## config.mk

```make
export PLATFORM = sky130hd
export DESIGN_NAME = imem_loader
export DESIGN_NICKNAME = d
export VERILOG_FILES = /design/src/rtl/imem_loader.sv
export SDC_FILE = /design/constraint.sdc
export NUM_CORES = 1
export LEC_CHECK = 0
export BUFFER_PORTS_ARGS = -buffer_cell sky130_fd_sc_hd__buf_2
export CORE_ASPECT_RATIO = 0.9
export CORE_MARGIN = 2
export CORE_UTILIZATION = 40
export DETAILED_ROUTE_END_ITERATION = 10
export PLACE_DENSITY = 0.57
export SLEW_MARGIN = 20
export SYNTH_ARGS = -nofsm -noshare
export SYNTH_HDL_FRONTEND = slang
export SYNTH_SLANG_ARGS = --single-unit
```

## constraint.sdc

```tcl
create_clock -name clk -period 2.5 [get_ports clk]
set_input_delay 0 -clock clk [delete_from_list [all_inputs] [get_ports clk]]
set_output_delay 0 -clock clk [all_outputs]
set_load 0.01 [all_outputs]
```

## src/rtl/imem_loader.sv

```systemverilog
// imem_loader: boot-time loader that turns a byte stream into 32-bit instruction RAM writes.
// Optional trailing-checksum stage is enabled by defining IMEM_LOADER_CHECKSUM_EN.
module imem_loader #(
    parameter int                ADDR_W    = 8,
    parameter logic [ADDR_W-1:0] BASE_ADDR = {ADDR_W{1'b0}}
) (
    input  logic              clk,
    input  logic              rst_n,
    input  logic              start,
    input  logic [7:0]        in_data,
    input  logic              in_valid,
    output logic              in_ready,
    output logic              we,
    output logic [ADDR_W-1:0] wa,
    output logic [31:0]       wd,
    output logic              busy,
    output logic              done,
    output logic              err,
    output logic              cpu_rst_n
);

    localparam logic [2:0] ST_IDLE  = 3'd0;
    localparam logic [2:0] ST_LEN   = 3'd1;
    localparam logic [2:0] ST_DATA  = 3'd2;
    localparam logic [2:0] ST_WRITE = 3'd3;
`ifdef IMEM_LOADER_CHECKSUM_EN
    localparam logic [2:0] ST_CHECK = 3'd4;
`endif
    localparam logic [2:0] ST_DONE  = 3'd5;

    // A length byte of zero, or anything beyond the RAM size, means a full RAM image.
    localparam logic [ADDR_W:0] FULL_N = {1'b1, {ADDR_W{1'b0}}};

    logic [2:0]        state_r;
    logic [2:0]        state_s;
    logic [ADDR_W:0]   len_r;
    logic [ADDR_W:0]   idx_r;
    logic [1:0]        byte_cnt_r;
    logic [23:0]       word_r;
    logic              in_ready_r;
    logic              we_r;
    logic [ADDR_W-1:0] wa_r;
    logic [31:0]       wd_r;
    logic              busy_r;
    logic              done_r;
    logic              cpu_rst_n_r;
    logic              xfer_s;
    logic              last_word_s;
    logic [ADDR_W:0]   len_s;
    logic [ADDR_W+8:0] data_ext_s;

`ifdef IMEM_LOADER_CHECKSUM_EN
    logic [7:0]        csum_r;
    logic              err_r;

    function automatic logic [7:0] csum_update(input logic [7:0] acc, input logic [7:0] b);
        return acc ^ b;
    endfunction
`endif

    assign xfer_s      = in_valid & in_ready_r;
    assign last_word_s = ((idx_r + {{ADDR_W{1'b0}}, 1'b1}) == len_r);

    // Decode the length byte into a word count, clamped to the RAM size.
    always_comb begin
        data_ext_s = {{(ADDR_W + 1){1'b0}}, in_data};
        if ((in_data == 8'h00) || (data_ext_s > {8'h00, FULL_N})) begin
            len_s = FULL_N;
        end else begin
            len_s = data_ext_s[ADDR_W:0];
        end
    end

    // Next-state decode.
    always_comb begin
        state_s = state_r;
        case (state_r)
            ST_IDLE, ST_DONE: begin
                if (start) state_s = ST_LEN;
                else       state_s = state_r;
            end
            ST_LEN: begin
                if (xfer_s) state_s = ST_DATA;
                else        state_s = state_r;
            end
            ST_DATA: begin
                if (xfer_s && (byte_cnt_r == 2'd3)) state_s = ST_WRITE;
                else                                state_s = state_r;
            end
            ST_WRITE: begin
`ifdef IMEM_LOADER_CHECKSUM_EN
                if (last_word_s) state_s = ST_CHECK;
`else
                if (last_word_s) state_s = ST_DONE;
`endif
                else             state_s = ST_DATA;
            end
`ifdef IMEM_LOADER_CHECKSUM_EN
            ST_CHECK: begin
                if (xfer_s) state_s = ST_DONE;
                else        state_s = state_r;
            end
`endif
            default: state_s = ST_IDLE;
        endcase
    end

    // Control state and registered status/handshake outputs.
    always_ff @(posedge clk or negedge rst_n) begin
        if (!rst_n) begin
            state_r     <= ST_IDLE;
            in_ready_r  <= 1'b0;
            we_r        <= 1'b0;
            busy_r      <= 1'b0;
            done_r      <= 1'b0;
            cpu_rst_n_r <= 1'b0;
`ifdef IMEM_LOADER_CHECKSUM_EN
            err_r       <= 1'b0;
`endif
        end else begin
            state_r    <= state_s;
`ifdef IMEM_LOADER_CHECKSUM_EN
            in_ready_r <= (state_s == ST_LEN) || (state_s == ST_DATA) || (state_s == ST_CHECK);
`else
            in_ready_r <= (state_s == ST_LEN) || (state_s == ST_DATA);
`endif
            we_r       <= (state_s == ST_WRITE);
            case (state_r)
                ST_IDLE, ST_DONE: begin
                    if (start) begin
                        busy_r      <= 1'b1;
                        done_r      <= 1'b0;
                        cpu_rst_n_r <= 1'b0;
`ifdef IMEM_LOADER_CHECKSUM_EN
                        err_r       <= 1'b0;
`endif
                    end
                end
                ST_WRITE: begin
`ifndef IMEM_LOADER_CHECKSUM_EN
                    if (last_word_s) begin
                        busy_r      <= 1'b0;
                        done_r      <= 1'b1;
                        cpu_rst_n_r <= 1'b1;
                    end
`endif
                end
`ifdef IMEM_LOADER_CHECKSUM_EN
                ST_CHECK: begin
                    if (xfer_s) begin
                        busy_r      <= 1'b0;
                        done_r      <= 1'b1;
                        err_r       <= (in_data != csum_r);
                        cpu_rst_n_r <= (in_data == csum_r);
                    end
                end
`endif
                default: begin
                end
            endcase
        end
    end

    // Datapath: length, word assembly, write address/data and running checksum.
    always_ff @(posedge clk or negedge rst_n) begin
        if (!rst_n) begin
            len_r      <= {(ADDR_W + 1){1'b0}};
            idx_r      <= {(ADDR_W + 1){1'b0}};
            byte_cnt_r <= 2'd0;
            word_r     <= 24'h000000;
            wa_r       <= {ADDR_W{1'b0}};
            wd_r       <= 32'h00000000;
`ifdef IMEM_LOADER_CHECKSUM_EN
            csum_r     <= 8'h00;
`endif
        end else begin
            case (state_r)
                ST_IDLE, ST_DONE: begin
                    if (start) begin
                        idx_r      <= {(ADDR_W + 1){1'b0}};
                        byte_cnt_r <= 2'd0;
`ifdef IMEM_LOADER_CHECKSUM_EN
                        csum_r     <= 8'h00;
`endif
                    end
                end
                ST_LEN: begin
                    if (xfer_s) begin
                        len_r      <= len_s;
                        idx_r      <= {(ADDR_W + 1){1'b0}};
                        byte_cnt_r <= 2'd0;
`ifdef IMEM_LOADER_CHECKSUM_EN
                        csum_r     <= csum_update(csum_r, in_data);
`endif
                    end
                end
                ST_DATA: begin
                    if (xfer_s) begin
                        byte_cnt_r <= byte_cnt_r + 2'd1;
`ifdef IMEM_LOADER_CHECKSUM_EN
                        csum_r     <= csum_update(csum_r, in_data);
`endif
                        case (byte_cnt_r)
                            2'd0:    word_r[7:0]   <= in_data;
                            2'd1:    word_r[15:8]  <= in_data;
                            2'd2:    word_r[23:16] <= in_data;
                            default: begin
                                wd_r <= {in_data, word_r};
                                wa_r <= BASE_ADDR + idx_r[ADDR_W-1:0];
                            end
                        endcase
                    end
                end
                ST_WRITE: begin
                    idx_r <= idx_r + {{ADDR_W{1'b0}}, 1'b1};
                end
                default: begin
                end
            endcase
        end
    end

    assign in_ready  = in_ready_r;
    assign we        = we_r;
    assign wa        = wa_r;
    assign wd        = wd_r;
    assign busy      = busy_r;
    assign done      = done_r;
    assign cpu_rst_n = cpu_rst_n_r;
`ifdef IMEM_LOADER_CHECKSUM_EN
    assign err       = err_r;
`else
    assign err       = 1'b0;
`endif

endmodule
```

-- After elaboration in Yosys (flattened, before gate mapping)
Cells that the tools add are included.
- multiplexer cells: 19
- bitwise gates (word level): 2
- reduce and logical (&&, ||, !) cells: 18
- equality and inequality tests: 15
- $add $sub $neg: 2
- operators by type and width (cell ; number):
    two-way mux 9 bit ; 3
    case mux 9 bit (3 select lines) ; 1
    AND reduction 3 bit ; 6
    == test 3 x 2 -> 1 bit, second input constant ; 4
    two-way mux 3 bit ; 4
    case mux 3 bit (4 select lines) ; 1
    adder 9 x 1 -> 9 bit, second input constant ; 1
    == test 9 bit ; 1
    zero test 8 bit ; 1
    inequality test 2 bit, second input constant ; 4
    == test 3 x 1 -> 1 bit, second input constant ; 2
    two-way mux 2 bit ; 3
    case mux 2 bit (3 select lines) ; 1
    nonzero test 3 bit ; 2
    == test 2 bit, second input constant ; 2
    two-way mux 1 bit ; 4
    case mux 1 bit (2 select lines) ; 2
    AND reduction 4 bit ; 1
    == test 3 bit, second input constant ; 1
    zero test 3 bit ; 1
    OR reduction 3 bit ; 1
    adder 2 x 1 -> 2 bit, second input constant ; 1
    == test 2 x 1 -> 1 bit, second input constant ; 1
    zero test 2 bit ; 1
    other kinds (7) ; 7
- word-level logic and storage cells: 69
- flip-flop bits (word level): 91
- bits of input ports: 12
- output and inout bits: 46

-- Depth between registers and ports, before layout
Gate-level depths: netlist of run 1.
- depth in word-level cells: 6
- gate-level depth with buffers: 8
- depth with buffers taken out: 6

-- Worst setup path after synthesis of run 1
Ideal clock, no wire load.
- path kind: reg2reg
- from: reg idx_r[0]
- to: reg state_r[1]
- data required time: 2.376 ns
- path slack: 0.311 ns
- arrival: 2.066 ns
- stages on the path, launching flop included: 9
- path buffers: 2
- setup time: 0.124 ns
- period minus slack after synthesis: 2.189 ns
- cell sequence: dfrtp_1 ha_1 clkbuf_2 and4_2 a211oi_1 nand3_1 or4_1 buf_2 a211o_1
- word-level cells in the longest chain between the ends: 4
- ends and longest elaborated chain (what ; line ; source):
    from (decl) ; 37 ; logic [ADDR_W:0] idx_r;
    from (signal assigned) ; 168 ; idx_r <= {(ADDR_W + 1){1'b0}};
    from (signal assigned) ; 180 ; idx_r <= {(ADDR_W + 1){1'b0}};
    from (signal assigned) ; 190 ; idx_r <= {(ADDR_W + 1){1'b0}};
    adder 9 x 1 -> 9 bit ; 62 ; assign last_word_s = ((idx_r + {{ADDR_W{1'b0}}, 1'b1}) == len_r);
    == test 9 bit ; 62 ;
    two-way mux 3 bit ; 94 ; if (last_word_s) state_s = ST_DONE;
    case mux 3 bit (4 select lines) ; 77 ; case (state_r)
    net state_s[1] ; 35 ; logic [2:0] state_s;
    to (signal assigned) ; 121 ; state_r <= state_s;
    to (decl) ; 34 ; logic [2:0] state_r;
The timed path passes the listed nets, and every way through them passes these cells.
A chain may end at the register's enable or synchronous reset.

-- Final worst setup path of run 1
- from: reg idx_r[4]
- to: reg state_r[1]
The elaborated chain is that of the path after synthesis.

==> results.toml, run 1 <==
[status]
status = "completed"

[synth]
syn-num-nets = 324
netlist_area_um2 = 3966
syn_inst = 306
synth_edf_count = 0
async_reset_ff_share_pct = 100.0
yosys.cell_types.count = 43
synth_seq_cells = 91
yosysSeqAreaShare_pct = 57.41
avgSynthCellArea_um2 = 12.96
ys_warn_count = 0
ys.flop_type = "dfrtp_1"

[detailed_routing]
drcViolationCount = 0
drtPass1Iterations = 4
first_iter_violations = 63
vias = 2603
routedWlPerCell_um = 15.72
routed_wl_um = 7890
ant_nets = 0
via_per_inst = 5.185

[timing]
setup_violations = 0
worst_pin_slew_ns = 0.7264
setup_tns_ns = 0
final_max_slew_viol_count = 0
finClkSkew_ns = 0.009421
rsz0062_at_grt = "false"
slew_headroom_pct = 51.57
finalCritPeriodShare_pct = 92.87
hold_viol = 0
fin_crit_ns = 2.322
max_freq_mhz = 430.7

[global_route]
grt_overflow = 0
grt_use_total_pct = 15.99
antenna_found_initial = 0
grt_max_degree = 58
grt_pass1_wl_um = 13370
grt_pass1_vias = 2615

[die]
initial_core_util_pct = 41.07
dieArea_um2 = 10730
coreArea_um2 = 9657
ios = 58
die_y_um = 98.47
placementRows = 34
die_w_um = 109.0

[min_path]
holdPathStages = 2
hold_path.class = "input port to register"
min_from = "in_data[4]"
hold_end = "word_r[4]$_DFFE_PN0P_"

[clocking]
cts_tree = "yes"
clk_latency_ns = 0.35
cts_buffer_depth = 2
htreeDepth = 3
cts-root-buf = "clkbuf_8"
clkTransAtPathRegs_ns = 0.09
cts_buffers = 9
cts_sinks = 91

[power]
power.total_mw = 5.385
leakagePower_nw = 2.170
peakVddDrop_uv = 457.3
powerDensity_nw_per_um2 = 1151

[worst_setup_path]
path_class = "register to register"
timing.critical_path.buf_inv = 0
cp_slowest_cell = "or4_1"
r2r_setup_slack_ns = 0.18
critPathMaxFanout = 11
crit_start = "idx_r[4]$_DFFE_PN0P_"
reg2reg_to = "state_r[1]$_DFF_PN0_"
cp.arrival_ns = 2.56
cp_data_required_time_ns = 2.73
start_kind = "register"
cp-end-kind = "register"
cp_top_family = "simple AND/OR/NAND/NOR gates"
r2r_start = "idx_r[4]$_DFFE_PN0P_"
r2r_cells = 5
cpPeakStageDelay_ns = 0.66
path_cells = "nand4_2 > xnor2_1 > a21boi_0 > or4_1 > a211o_1"

[run]
maxCapViolCount = 0

[finish]
area_delta_synth_final_pct = 17.95
layout-drive-gt1-share_pct = 41.22
antenna_cells = 0
post-route-util_pct = 48.45
nets = 389

[place]
portBuffers = 56
hpwl_um = 5328
gp_congestion = 0.7679
-- cell families (layout without fill, tap and decap cells) --
family / Yosys count / in the layout / synth area share, %
buf+inv: 21 / 91 / 2.839
simple gates: 59 / 59 / 7.729
flops: 91 / 91 / 57.41
compound gates: 42 / 42 / 6.404
mux: 74 / 74 / 20.98
fa+ha+maj: 6 / 6 / 1.893
other cells: 1 / 1 / 0.09455
xor+xnor: 12 / 12 / 2.650
-- metrics by stage --
| stage | area, um^2 | hold WS (ns) | setup slack [ns] | cells |
|---|---|---|---|---|
| after floorplan | 3966 | -0.2956 | 0.3105 | 306 |
| after global placement | 4384 | 0.1119 | 0.2350 | 477 |
| after detailed placement | 4384 | 0.1124 | 0.1499 | 477 |
| after CTS | 4676 | 0.001080 | 0.1369 | 502 |
| after global routing | 4678 | 0.003878 | 0.05302 | 502 |
| final | 4678 | 0.007366 | 0.1782 | 502 |
-- layout make-up --
| type | count | area [um^2] |
|---|---|---|
| Clock inverter | 5 | 60.06 |
| Inverter | 5 | 18.77 |
| Multi-Input combinational cell | 194 | 1588 |
| Sequential cell | 91 | 2277 |
| Timing Repair Buffer | 70 | 435.4 |
| Clock buffer | 11 | 141.4 |
| Fill cell | 895 | 4979 |
| Tap cell | 126 | 157.7 |
-- sequential cells by signal, summed over array words and instances (netlist names) --
| register | cells |
|---|---|
| busy | 1 |
| wa | 8 |
| we | 1 |
| idx_r | 9 |
| byte_cnt_r | 2 |
| cpu_rst_n | 1 |
| state_r | 3 |
| wd | 32 |
| len_r | 9 |
| in_ready | 1 |
| word_r | 24 |
-- what timing repair did --
item                                    4_1_cts  5_1_grt
hold buffers                                  9        0
endpoints found under the hold margin        85        0
setup buffers                                 0        0
resized for setup                             0        1
endpoints found under the setup margin        0        2
-- power breakdown --
part           internal, mW  total [mW]  switching (mW)  leakage [nW]
combinational          1.02        1.90           0.879         0.951
sequential             2.10        2.48           0.379          1.12
clock                 0.496        1.01           0.515         0.100
total                  3.61        5.39            1.77          2.17
-- worst max path at each step --
stage	end	depth (start not counted)
floorplan	state_r[1]$_DFF_PN0_	8
global placement	in_ready$_DFF_PN0_	6
detailed placement	in_ready$_DFF_PN0_	6
CTS	in_ready$_DFF_PN0_	6
global route	in_ready$_DFF_PN0_	6
finish	state_r[1]$_DFF_PN0_	5
-- layout by cell type, fill, tap and decap left out, types with 2 or more instances in the layout --
cell type / count
o21ai_0: 18
inv_6: 2
nor3_1: 4
inv_1: 5
a211o_1: 2
nand3_1: 10
clkbuf_8: 10
buf_4: 4
dlygate4sd3_1: 9
nand3b_1: 3
o41ai_1: 3
mux2_2: 73
dfrtp_1: 91
nor2_1: 12
nand2_1: 12
buf_2: 55
or3_1: 3
nor4_1: 2
xor2_1: 7
a21oi_1: 10
ha_1: 5
a31oi_1: 2
xnor2_1: 5
nand2b_1: 2
nor2b_1: 2
buf_12: 2
-- layer usage --
layer,vias to the layer above,track usage (%),share of wire [%]
li1,1223,-,-
met1,1313,22.02,48
met2,61,25.04,47
met3,6,4.365,4.3
met4,0,4.241,0.96
met5,-,0,0
-- Yosys cell counts (all sizes together), types with 4 or more instances --
cell	count	area (um^2)
nor2	12	45.04
xor2	7	61.31
dfrtp	91	2277
mux2	73	822.0
o21ai	18	90.09
inv	5	18.77
a21oi	10	50.05
ha	6	75.07
nor3	4	20.02
nand3	10	50.05
xnor2	5	43.79
clkbuf	6	33.77
buf	10	60.05
nand2	13	48.80
Power figures use the tool's default switching activity.
==> run 2: changes to the inputs <==
--- a/config.mk
+++ b/config.mk
@@ -10,7 +10,7 @@
 export CORE_MARGIN = 2
 export CORE_UTILIZATION = 40
 export DETAILED_ROUTE_END_ITERATION = 10
-export PLACE_DENSITY = 0.57
+export PLACE_DENSITY = 0.6
 export SLEW_MARGIN = 20
 export SYNTH_ARGS = -nofsm -noshare
 export SYNTH_HDL_FRONTEND = slang
==> constraint.sdc (replaced) <==
create_clock -name clk -period 1.98 [get_ports clk]
set_input_delay 0 -clock clk [delete_from_list [all_inputs] [get_ports clk]]
set_output_delay 0 -clock clk [all_outputs]
set_load 0.01 [all_outputs]
==> run 2 against run 1 <==
Effect of this change:
- the flow now finishes with violations (setup timing)
- first-iteration DRC count grew 46%
- power up 30%
- clock power rose by 17%
- highest routed layer unchanged
==> results.toml, run 2 (synthesized netlist as in run 1, its figures left out) <==
[status]
status = "complete, but fails checks"
violations = "setup timing"

[place]
portBuffers = 56
hpwl_um = 5662
gp_congestion = 0.8245

[clocking]
cts_tree = "yes"
cts_buffer_depth = 2
cts_sinks = 91
clkTransAtPathRegs_ns = 0.08
htreeDepth = 3
cts-root-buf = "clkbuf_8"
cts_buffers = 9
clk_latency_ns = 0.35

[detailed_routing]
routedWlPerCell_um = 15.50
ant_nets = 0
vias = 2727
drcViolationCount = 0
drtPass1Iterations = 4
routed_wl_um = 8216
via_per_inst = 5.145
first_iter_violations = 92

[finish]
fillers = 854
layout-drive-gt1-share_pct = 48.02
area_delta_synth_final_pct = 24.86
antenna_cells = 0
final_cell_mix = "dfrtp_1, mux2_2, buf_2"
final_common_cell = "dfrtp_1"
nets = 417
largest_reg_flops = 32

[timing]
holdWs_ns = 0.1083
fin_crit_ns = 2.069
hold_viol = 0
max_freq_mhz = 483.4
rsz0062_at_grt = "true"
slew_headroom_pct = 59.87
finalCritPeriodShare_pct = 104.5
worst_slack_ns = -0.08860
worst_pin_slew_ns = 0.6019
setup_tns_ns = -0.1980
final_max_slew_viol_count = 0
finClkSkew_ns = 0.01016
setup_violations = 4

[global_route]
grt_max_degree = 51
antenna_found_initial = 0
grt_use_total_pct = 16.37
grt_pass1_wl_um = 13560
grt_pass1_vias = 2739
grt_overflow = 0

[power]
leakagePower_nw = 2.315
peakVddDrop_uv = 576.0
powerDensity_nw_per_um2 = 1417

[worst_setup_path]
r2r_cells = 5
r2r_start = "idx_r[3]$_DFFE_PN0P_"
start_kind = "register"
cp.arrival_ns = 2.30
r2r_setup_slack_ns = -0.09
reg2reg_to = "state_r[1]$_DFF_PN0_"
cp_data_required_time_ns = 2.21
cp-end-kind = "register"
path_class = "register to register"
critPathMaxFanout = 5
crit_start = "idx_r[3]$_DFFE_PN0P_"
crit_end = "state_r[1]$_DFF_PN0_"

[die]
coreArea_um2 = 9657
initial_core_util_pct = 41.07
ios = 58
dieArea_um2 = 10730
die_y_um = 98.47
placementRows = 34
die_w_um = 109.0

[run]
maxCapViolCount = 0

[min_path]
hold_path.class = "input port to register"
-- run 2: changes by cell type in the layout (fill, tap and decap cells not counted), sizes merged --
cell and delta:
buf +27, bufinv -1, clkbuf +1, clkinv -1
clkinvlp +1, dlygate4sd3 +1
-- run 2: timing repair --
| item | 4_1_cts | 5_1_grt |
|---|---|---|
| resized for setup | 6 | 12 |
| pin swaps | 3 | 2 |
| hold endpoints to repair | 75 | 4 |
| setup endpoints to repair | 6 | 17 |
| setup buffers | 4 | 0 |
| hold buffers | 9 | 1 |
-- run 2: critical path, cell delays in order, from the launching register on --
cell and delay [ns]:
dfrtp_1 0.39, or3_1 0.39, a21oi_1 0.21, nor3_2 0.07, or4_4 0.58, a211o_1 0.31
-- run 2: metal layers --
layer	vias to the layer above	share of wire, %	GRT usage (%)
met5	-	0	0
met4	0	1.1	6.607
met3	9	3.7	3.175
met2	57	49	25.70
met1	1380	46	22.36
li1	1281	-	-
-- run 2: stage by stage --
step	area [um^2]	util, %	worst slack [ns]	power (mW)	std cells
floorplan	3984	-	-0.1442	4.782	306
global placement	4553	47.15	-0.1443	5.650	500
detailed placement	4553	47.15	-0.1789	5.765	500
CTS	4887	50.61	-0.06264	7.040	529
global route	4952	51.28	-0.1450	7.543	530
finish	4952	51.28	-0.08860	7.016	530
-- run 2: area by class of cell --
| class | instances | area, um^2 | area share, % |
|---|---|---|---|
| Clock buffer | 12 | 155.1 | 3.133 |
| Clock inverter | 4 | 32.53 | 0.6569 |
| Inverter | 5 | 18.77 | 0.3790 |
| Multi-Input combinational cell | 194 | 1660 | 33.53 |
| Sequential cell | 91 | 2277 | 45.98 |
| Tap cell | 126 | 157.7 | 3.183 |
| Timing Repair Buffer | 98 | 650.6 | 13.14 |
-- run 2: power breakdown --
| group | leakage, nW | switching, mW | internal (mW) |
|---|---|---|---|
| clock | 0.0896 | 0.646 | 0.535 |
| sequential | 1.12 | 0.429 | 2.65 |
| combinational | 1.11 | 1.28 | 1.47 |
-- run 2: worst min path at each step --
stage,startpoint,end,slack (ns),cells after the start
after floorplan,rst_n,busy$_DFFE_PN0P_,-0.30,0
after global placement,rst_n,word_r[21]$_DFFE_PN0P_,0.05,1
after detailed placement,rst_n,wd[13]$_DFFE_PN0P_,0.05,1
after CTS,in_data[1],word_r[9]$_DFFE_PN0P_,0.0009,2
after global routing,in_valid,state_r[0]$_DFF_PN0_,0.11,4
final,in_valid,state_r[0]$_DFF_PN0_,0.11,4
